$ cat src/rtl/sens_event_monitor.sv
// sens_event_monitor: per-channel change capture with coalescing, round-robin arbitration into an event FIFO.
// Latency: a change sampled at edge k is pending at k, pushed at k+1 at the earliest, and visible on evt_* after k+1.
// Backpressure: a full FIFO with no pop holds the pending flags, so events merge but are never dropped.
module sens_event_monitor #(
  parameter int NUM_CH     = 4,
  parameter int DATA_W     = 4,
  parameter int FIFO_DEPTH = 8,
  parameter int CH_W       = $clog2(NUM_CH)
) (
  input  logic                         clk,
  input  logic                         rst_n,
  input  logic [NUM_CH*DATA_W-1:0]     ch_data,
  input  logic [NUM_CH-1:0]            ch_mask,
  output logic                         evt_valid,
  input  logic                         evt_ready,
  output logic [CH_W-1:0]              evt_ch,
  output logic [DATA_W-1:0]            evt_data,
  output logic [$clog2(FIFO_DEPTH):0]  fifo_count,
  output logic [15:0]                  coalesce_cnt
);

  localparam int PTR_W = $clog2(FIFO_DEPTH);
  localparam int CNT_W = PTR_W + 1;
  localparam int INC_W = CH_W + 1;

  // Change-capture state
  logic [DATA_W-1:0] r_prev [NUM_CH];
  logic              r_primed;
  logic [NUM_CH-1:0] r_pending;
  logic [CH_W-1:0]   r_rr_ptr;
  logic [15:0]       r_coal;

  // Event FIFO state
  logic [CH_W-1:0]   r_mem_ch  [FIFO_DEPTH];
  logic [DATA_W-1:0] r_mem_dat [FIFO_DEPTH];
  logic [PTR_W-1:0]  r_wr_ptr;
  logic [PTR_W-1:0]  r_rd_ptr;
  logic [CNT_W-1:0]  r_count;

  logic [NUM_CH-1:0] w_chg;
  logic [NUM_CH-1:0] w_req;
  logic [NUM_CH-1:0] w_pend_nxt;
  logic              w_gnt_vld;
  logic [CH_W-1:0]   w_gnt_idx;
  logic [CH_W-1:0]   w_idx;
  logic              w_pop;
  logic              w_push;
  logic [INC_W-1:0]  w_coal_inc;
  logic [16:0]       w_coal_sum;

  // Masked change detection against the previous sample; suppressed until primed
  always_comb begin
    w_chg = '0;
    for (int c = 0; c < NUM_CH; c++) begin
      w_chg[c] = r_primed & ch_mask[c] & (ch_data[c*DATA_W +: DATA_W] != r_prev[c]);
    end
    // A channel being masked out this edge is also being cleared, so it must not be granted
    w_req = r_pending & ch_mask;
  end

  // Round-robin search starting just after the last granted channel
  always_comb begin
    w_gnt_vld = 1'b0;
    w_gnt_idx = '0;
    w_idx     = '0;
    for (int i = 1; i <= NUM_CH; i++) begin
      w_idx = CH_W'((int'(r_rr_ptr) + i) % NUM_CH);
      if (!w_gnt_vld && w_req[w_idx]) begin
        w_gnt_vld = 1'b1;
        w_gnt_idx = w_idx;
      end
    end
  end

  // Push permission: room in the FIFO, or a slot freed by a same-edge pop
  always_comb begin
    w_pop  = evt_valid & evt_ready;
    w_push = w_gnt_vld & ((r_count < CNT_W'(FIFO_DEPTH)) | w_pop);
  end

  // Pending-flag next state and coalesce increment; a new change beats a same-edge push clear
  always_comb begin
    w_pend_nxt = r_pending;
    w_coal_inc = '0;
    for (int c = 0; c < NUM_CH; c++) begin
      if (!ch_mask[c]) begin
        w_pend_nxt[c] = 1'b0;
      end else if (w_chg[c]) begin
        w_pend_nxt[c] = 1'b1;
        if (r_pending[c] && !(w_push && (w_gnt_idx == CH_W'(c)))) begin
          w_coal_inc = w_coal_inc + INC_W'(1);
        end
      end else if (w_push && (w_gnt_idx == CH_W'(c))) begin
        w_pend_nxt[c] = 1'b0;
      end
    end
    w_coal_sum = {1'b0, r_coal} + 17'(w_coal_inc);
  end

  // Capture state: priming, previous samples, pending flags, arbiter pointer, saturating merge count
  always_ff @(posedge clk or negedge rst_n) begin
    if (!rst_n) begin
      for (int c = 0; c < NUM_CH; c++) begin
        r_prev[c] <= '0;
      end
      r_primed  <= 1'b0;
      r_pending <= '0;
      r_rr_ptr  <= CH_W'(NUM_CH - 1);
      r_coal    <= '0;
    end else begin
      r_primed <= 1'b1;
      for (int c = 0; c < NUM_CH; c++) begin
        r_prev[c] <= ch_data[c*DATA_W +: DATA_W];
      end
      r_pending <= w_pend_nxt;
      if (w_push) begin
        r_rr_ptr <= w_gnt_idx;
      end
      r_coal <= w_coal_sum[16] ? 16'hFFFF : w_coal_sum[15:0];
    end
  end

  // FIFO storage; entry carries the channel index and its value as sampled on the previous edge
  always_ff @(posedge clk) begin
    if (w_push) begin
      r_mem_ch[r_wr_ptr]  <= w_gnt_idx;
      r_mem_dat[r_wr_ptr] <= r_prev[w_gnt_idx];
    end
  end

  // FIFO pointers and occupancy; simultaneous push and pop leave the count unchanged
  always_ff @(posedge clk or negedge rst_n) begin
    if (!rst_n) begin
      r_wr_ptr <= '0;
      r_rd_ptr <= '0;
      r_count  <= '0;
    end else begin
      if (w_push) begin
        r_wr_ptr <= r_wr_ptr + PTR_W'(1);
      end
      if (w_pop) begin
        r_rd_ptr <= r_rd_ptr + PTR_W'(1);
      end
      case ({w_push, w_pop})
        2'b10:   r_count <= r_count + CNT_W'(1);
        2'b01:   r_count <= r_count - CNT_W'(1);
        default: r_count <= r_count;
      endcase
    end
  end

  // Head of FIFO drives the event port; forced to zero while empty so reset clears it immediately
  always_comb begin
    evt_valid    = (r_count != '0);
    evt_ch       = evt_valid ? r_mem_ch[r_rd_ptr]  : '0;
    evt_data     = evt_valid ? r_mem_dat[r_rd_ptr] : '0;
    fifo_count   = r_count;
    coalesce_cnt = r_coal;
  end

endmodule

$ cat config.mk
export PLATFORM = sky130hd
export DESIGN_NAME = sens_event_monitor
export DESIGN_NICKNAME = d
export VERILOG_FILES = /design/src/rtl/sens_event_monitor.sv
export SDC_FILE = /design/constraint.sdc
export NUM_CORES = 1
export LEC_CHECK = 0
export CAP_MARGIN = 15
export CORE_MARGIN = 1
export CORE_UTILIZATION = 40
export CTS_BUF_LIST = sky130_fd_sc_hd__clkbuf_4 sky130_fd_sc_hd__clkbuf_8
export CTS_CLUSTER_SIZE = 10
export DETAILED_ROUTE_END_ITERATION = 10
export MAX_ROUTING_LAYER = met4
export PLACE_DENSITY = 0.67
export SYNTH_ARGS = -nofsm -noshare
export SYNTH_HDL_FRONTEND = slang
export SYNTH_SLANG_ARGS = --single-unit
$ cat constraint.sdc
create_clock -name clk -period 6.4 [get_ports clk]
set_input_delay 0.64 -clock clk [delete_from_list [all_inputs] [get_ports clk]]
set_output_delay 0.64 -clock clk [all_outputs]
set_load 0.005 [all_outputs]
# Word level (Yosys, flattened, before mapping)
# Memories as Yosys holds them, arrays and structs flattened.
# Index checks and enable logic that the tools add are counted.
# word_totals
register_bits	49
output_inout_bits	27
inputBits	23
n_memories	2
ram_bits	48
# memory_table
name	words	width	rd	rd_clocked_by_memory_dff	write_ports	line	rtl
r_mem_dat	8	4	1	0	1	35	logic [DATA_W-1:0] r_mem_dat [FIFO_DEPTH];
r_mem_ch	8	2	1	0	1	34	logic [CH_W-1:0] r_mem_ch [FIFO_DEPTH];
# op_classes
n_lt_le_gt_ge	6
mux	49
eq_ne	13
addsub	12
bitwise	13
reduce_logical	21
# op_table
op	count
3-bit 2-to-1 mux	9
1-bit 2-to-1 mux	25
16-bit by 3-bit adder with 17-bit output	1
16-bit 2-to-1 mux	1
4-bit inequality test	4
3-bit by 1-bit adder with 3-bit output (second input constant)	5
2-bit by 3-bit < comparator with 1-bit output (second input constant)	4
4-bit 2-to-1 mux	3
3-bit by 1-bit inequality test with 1-bit output (second input constant)	4
1-bit logical AND	11
1-bit bitwise AND	10
2-bit 2-to-1 mux	5
1-bit binary-select mux with 2-bit select	4
4-bit binary-select mux with 2-bit select	1
4-bit one-hot mux with 2 select lines	1
1-bit zero test	7
2-bit == test (second input constant)	3
2-bit by 1-bit adder with 2-bit output (second input constant)	2
2-bit adder (second input constant)	2
4-bit by 1-bit adder with 4-bit output (second input constant)	1
4-bit bitwise AND	1
2-bit by 1-bit == test with 1-bit output (second input constant)	2
4-bit < comparator (second input constant)	1
4-bit nonzero test	1
other kinds (6)	6

# Logic depth before layout (Yosys ltp)
# logic_depth
word_depth	34
ltp_mapped	20

# Worst setup path before layout
# Ideal clock, no wire load.
# synth_path
path_kind	in2reg
from	input ch_mask[1]
to	register r_coal[13], in the netlist coalesce_cnt[13]
path_slack_ns	1.649
cell_stages	20
setup_ns	0.068
required_time_ns	6.332
t_arrival_ns	4.683
path_cell_list	and2_1 > o2bb2ai_1 > a221oi_4 > inv_1 > nand2_1 > and2_1 > ha_1 > mux2_2 > ha_1 > mux2_4 > ha_1 > mux2i_1 > fa_1 > inv_1 > a21o_1 > and3_1 > nand2b_1 > or3_1 > clkbuf_1 > nand2_1
# synth_between
elab_chain_cells	34
# synth_lines
item	line	rtl
from (decl)	13	input logic [NUM_CH-1:0] ch_mask,
4-bit bitwise AND (*)	58	w_req = r_pending & ch_mask;
1-bit binary-select mux with 2-bit select	68	if (!w_gnt_vld && w_req[w_idx]) begin
1-bit 2-to-1 mux (implied by the code)	68	
1-bit 2-to-1 mux	68	
1-bit zero test	68	
1-bit logical AND	68	
1-bit 2-to-1 mux	68	
1-bit zero test	68	
(+5 left out)	--	
net w_gnt_idx[0]	44	logic [CH_W-1:0] w_gnt_idx;
(+13 left out)	--	
3-bit 2-to-1 mux	88	end else if (w_chg[c]) begin
3-bit 2-to-1 mux	86	if (!ch_mask[c]) begin
3-bit by 1-bit adder with 3-bit output	91	w_coal_inc = w_coal_inc + INC_W'(1);
3-bit 2-to-1 mux	90	if (r_pending[c] && !(w_push && (w_gnt_idx == CH_W'(c)))) begin
3-bit 2-to-1 mux	88	
3-bit 2-to-1 mux (*)	86	
16-bit by 3-bit adder with 17-bit output (*)	97	w_coal_sum = {1'b0, r_coal} + 17'(w_coal_inc);
16-bit 2-to-1 mux (*)	119	r_coal <= w_coal_sum[16] ? 16'hFFFF : w_coal_sum[15:0];
to (signal assigned)	119	
to (decl)	31	logic [15:0] r_coal;
# Mark *: on every way through the listed nets, which the timed path passes. The rest lies on a longest branch. The select of a mux whose other input is x is not followed.
# A chain may end at the register's enable or synchronous reset.

# Worst setup path after layout
# layout_path
from	input ch_mask[3]
to	register r_coal[10], in the netlist coalesce_cnt[10]
# layout_between
elab_chain_cells	34
# layout_lines
item	line
4-bit bitwise AND	58
1-bit binary-select mux with 2-bit select	68
1-bit 2-to-1 mux (implied by the code)	68
1-bit 2-to-1 mux	68
1-bit zero test	68
1-bit logical AND	68
1-bit 2-to-1 mux	68
1-bit zero test	68
(+18 left out)	--
3-bit 2-to-1 mux	88
3-bit 2-to-1 mux	86
3-bit by 1-bit adder with 3-bit output	91
3-bit 2-to-1 mux	90
3-bit 2-to-1 mux	88
3-bit 2-to-1 mux (*)	86
16-bit by 3-bit adder with 17-bit output (*)	97
16-bit 2-to-1 mux (*)	119
# Every way passes the cells marked *; elsewhere a longest branch is shown, timed or not. The select of a mux whose other input is x is not followed.

==> flow_results.org <==
** Layout
- The post-route netlist has about an eighth of its cells at a drive strength greater than 1.
- The final layout contains roughly 430 nets.
- Post-synthesis to final-layout area growth :: 19.3%
- 0 antenna diodes ended up in the layout.
- Leading cell types in the layout, fill and taps excluded :: sky130_fd_sc_hd__clkdlybuf4s50_1, sky130_fd_sc_hd__edfxtp_1, sky130_fd_sc_hd__nand2_1, sky130_fd_sc_hd__dfrtp_1, sky130_fd_sc_hd__xnor2_1

** Global routing
- Wire length of the first global-routing pass :: 13800 um
- Entering global routing, the biggest net connects 50 pins.
- Overflow after GRT :: 0
- The number of global-route vias before repair is 2748.
- Global routing used ~16% of the available tracks across all layers.
- Initial antenna violation count :: 0

** Worst setup path
- The worst setup path is launched from an input port.
- By startpoint and endpoint, the worst setup path is classified as in2reg.
- Data arrives at the worst endpoint at about 5.5 ns.
- STA puts the critical path data required time at 6.69 ns.
- The worst setup path is captured at a flip-flop.
- Largest driver fanout on the critical path :: 13

** Clock tree
- Clock Tree Buf Depth :: 2
- The tree is rooted in a sky130_fd_sc_hd__clkbuf_8.
- Number of gates resized after CTS :: 0
- H-tree depth reported by CTS :: 3
- The clock net in this run drives a total of 97 sinks.
- After clock tree synthesis, the flow added hold-fix buffers numbering 0.
- Clock network latency to the later pin of the worst-skew pair :: 0.37 ns
- TritonCTS built the clock tree.
- Clock transition at the register clock pins on the worst setup and hold paths after CTS :: 0.09 ns
- Clock tree synthesis inserted a total of 9 buffers.
- Post-CTS setup-driven buffer insertion count :: 0

** Die
- The initialized floorplan defines 38 standard-cell rows.
- The core region is 10900 um2.
- The floorplan step set the die height to 108 um.
- Die ar. :: 11700 um2
- Number of placed I/O pins :: 50
- For this configuration, the core starts out at a cell density of 41.4%.
- Chip width :: between 100 and 150 um

** Synthesis
- Dominant cells by area after synthesis :: sky130_fd_sc_hd__edfxtp_1, sky130_fd_sc_hd__dfrtp_1, sky130_fd_sc_hd__mux4_2
- Of all flip-flops after synthesis, the portion carrying an async set or reset was 50.5%.
- #FFs+latches synth :: 97
- In this run, distinct cell masters in the synthesized netlist total 51.
- A synthesized cell averages ~13 um2.
- For this run, the number of Yosys warnings is 0.
- Synthesis produced a netlist whose cell count is 340.
- The share of the Yosys chip area taken by registers is around three fifths.
- Net count after synthesis :: 376
- The mapped netlist covers 4520 um2.
- Top_reg_cell synth :: sky130_fd_sc_hd__edfxtp_1
- In this run the biggest area consumer among cell types represents around a third of the synthesized area.
- Number of flops mapped to enable cells by yosys :: 48
- Library cell with the largest summed area after synthesis :: sky130_fd_sc_hd__edfxtp_1

** Run status
- The run finished with clean final reports.

** Detailed routing
- For this run, the detailed router's first-pass iteration total came to 4.
- Number of design rule violations left after detail routing :: 0
- Wires add up to about 8400 um.
- Dividing the detail-routed wire length by the instance count gives 15.4 um.
- Antenna viol nets, final :: 0
- After the first detailed-routing iteration, the DRC count stood at 81.
- Vias per cell :: 5.03
- The detailed router placed 2724 vias in this run.

** STA
- The number of hold-slack violations in the final timing report is 0.
- Pin slew with the least headroom to its limit :: ~1.1 ns
- RSZ-0062 raised after global routing :: false
- Final cycle utilization of the critical path :: 81.0%
- Setup violations remaining at the end of the flow were counted as 0.
- Highest clock frequency the design can meet :: 193 MHz
- For the finished layout, the period the worst path requires is around 5.2 ns.
- Across the routed clock network, the largest skew measured is 0.0164 ns.
- Measured against its own limit, the worst slew margin works out to approximately a quarter.
- Final Max Tran Viols :: 0
- Hold timing on the final database bottoms out at a slack of 0.371 ns.
- Summed negative setup slack over all endpoints :: 0 ns

** Pwr
- Sum of internal, switching and leakage power :: 2020 uW
- Leakage power summed over all cells :: between 0.002 and 0.0025 uW
- VDD sags by at most 0.184 mV.
- For this design the ratio of total power to cell area is 375 nW/um2.

** Worst hold path
- Kind of path behind the tightest hold check :: in2async

** Place
- Final GP Congestion :: 0.876
- During placement, the flow inserted port buffers numbering 49.
- After legalization and detailed placement, the total HPWL measured 6000 um.

** Flow run
- Maximum Capacitance Violations :: 0
## synth_stat cells (2+ instances only)
cell and instances:
sky130_fd_sc_hd__fa_1 2, sky130_fd_sc_hd__a21oi_1 7, sky130_fd_sc_hd__and3_1 3, sky130_fd_sc_hd__mux4_2 12
sky130_fd_sc_hd__inv_1 13, sky130_fd_sc_hd__nand4_1 2, sky130_fd_sc_hd__a21o_1 6, sky130_fd_sc_hd__a31oi_1 5
sky130_fd_sc_hd__o21ai_0 4, sky130_fd_sc_hd__nand2_1 47, sky130_fd_sc_hd__dfstp_2 2, sky130_fd_sc_hd__nand3b_1 3
sky130_fd_sc_hd__edfxtp_1 48, sky130_fd_sc_hd__xor2_1 9, sky130_fd_sc_hd__nand3_1 5, sky130_fd_sc_hd__nor2b_1 2
sky130_fd_sc_hd__mux2i_1 9, sky130_fd_sc_hd__ha_1 11, sky130_fd_sc_hd__nand2b_1 6, sky130_fd_sc_hd__clkbuf_1 3
sky130_fd_sc_hd__nor2_1 19, sky130_fd_sc_hd__nor3_1 7, sky130_fd_sc_hd__a22oi_1 2, sky130_fd_sc_hd__mux2_2 7
sky130_fd_sc_hd__dfrtp_1 47, sky130_fd_sc_hd__and2_1 5, sky130_fd_sc_hd__a41oi_1 3, sky130_fd_sc_hd__xnor2_1 28
## registers in the layout (all words and copies together), names as in the netlist
name	cells
coalesce_cnt	16
fifo_count	4
r_mem_ch	16
r_mem_dat	32
r_pending	4
r_prev	16
r_primed	1
r_rd_ptr	3
r_rr_ptr	2
r_wr_ptr	3
## through the flow
step	worst slack [ns]	instances	area, um2	utilization, %
2_1_floorplan	1.65	340	4520	-
3_3_place_gp	0.968	525	5170	47.3
3_5_place_dp	0.885	525	5170	47.3
4_1_cts	1.25	541	5390	49.3
5_1_grt	0.833	542	5390	49.3
6_report	1.22	542	5390	49.3
## path summary, 6_finish.rpt
path                              from          endpoint  slack [ns]  depth (start not counted)
hold reg to reg            r_rr_ptr[0]       r_rr_ptr[0]        0.54                          2
max in group asynchronous        rst_n      r_pending[3]        5.61                          2
setup reg to reg           r_rr_ptr[0]  coalesce_cnt[10]        1.56                         18
hold / removal                   rst_n   coalesce_cnt[9]        0.37                          2
setup / recovery            ch_mask[3]  coalesce_cnt[10]        1.22                         19
min in group clk           r_rr_ptr[0]       r_rr_ptr[0]        0.54                          2
## cells by family (layout without fill, tap and decap cells)
family,count (synthesis),after routing,synth area share (%)
buffers and inverters,20,82,1.85
AO/OA/AOI/OAI,37,37,6.64
flip-flops,97,97,59.0
multiplexers,30,30,10.3
other,1,1,0.0829
AND/OR/NAND/NOR,104,104,10.6
adder cells (fa/ha/maj),13,13,3.93
XOR/XNOR,38,38,7.53
## metal layers
layer / GRT usage [%] / share of wire, %
met4: 4.83 / 1.1
met1: 21.4 / 47
met3: 4.28 / 4.2
met5: - / 0
met2: 25.3 / 48
## report_power, final
| part | total, uW | switching, uW | leakage, uW | internal, uW |
|---|---|---|---|---|
| Combinational | 657 | 291 | 0.00100 | 366 |
| Clock | 421 | 229 | 0.000109 | 192 |
| Sequential | 948 | 138 | 0.00103 | 810 |
## critical path, cell delays in order
cell                              delay [ns]
sky130_fd_sc_hd__clkdlybuf4s50_1        0.48
sky130_fd_sc_hd__a22oi_1                0.35
sky130_fd_sc_hd__a221oi_1               0.09
sky130_fd_sc_hd__nor3_1                 0.40
sky130_fd_sc_hd__nand2_1                0.12
sky130_fd_sc_hd__and2_1                 0.17
sky130_fd_sc_hd__ha_1                   0.26
sky130_fd_sc_hd__mux2_2                 0.31
sky130_fd_sc_hd__ha_1                   0.27
sky130_fd_sc_hd__mux2_4                 0.27
sky130_fd_sc_hd__ha_1                   0.29
sky130_fd_sc_hd__mux2i_1                0.09
sky130_fd_sc_hd__fa_1                   0.43
sky130_fd_sc_hd__inv_1                  0.07
sky130_fd_sc_hd__a21o_1                 0.15
sky130_fd_sc_hd__and3_1                 0.20
sky130_fd_sc_hd__nand2b_1               0.12
sky130_fd_sc_hd__or3_1                  0.60
sky130_fd_sc_hd__nand2_1                0.15
## layout make-up
type | count | area, um2
clock buffers | 9 | 124
clock inverters | 7 | 92.6
fillers | 970 | 5540
inverters | 14 | 52.6
multi-input cells | 223 | 1770
flip-flops and latches | 97 | 2670
well taps | 140 | 175
repair buffers | 52 | 505
No activity file was read; power rests on OpenSTA's default activity.
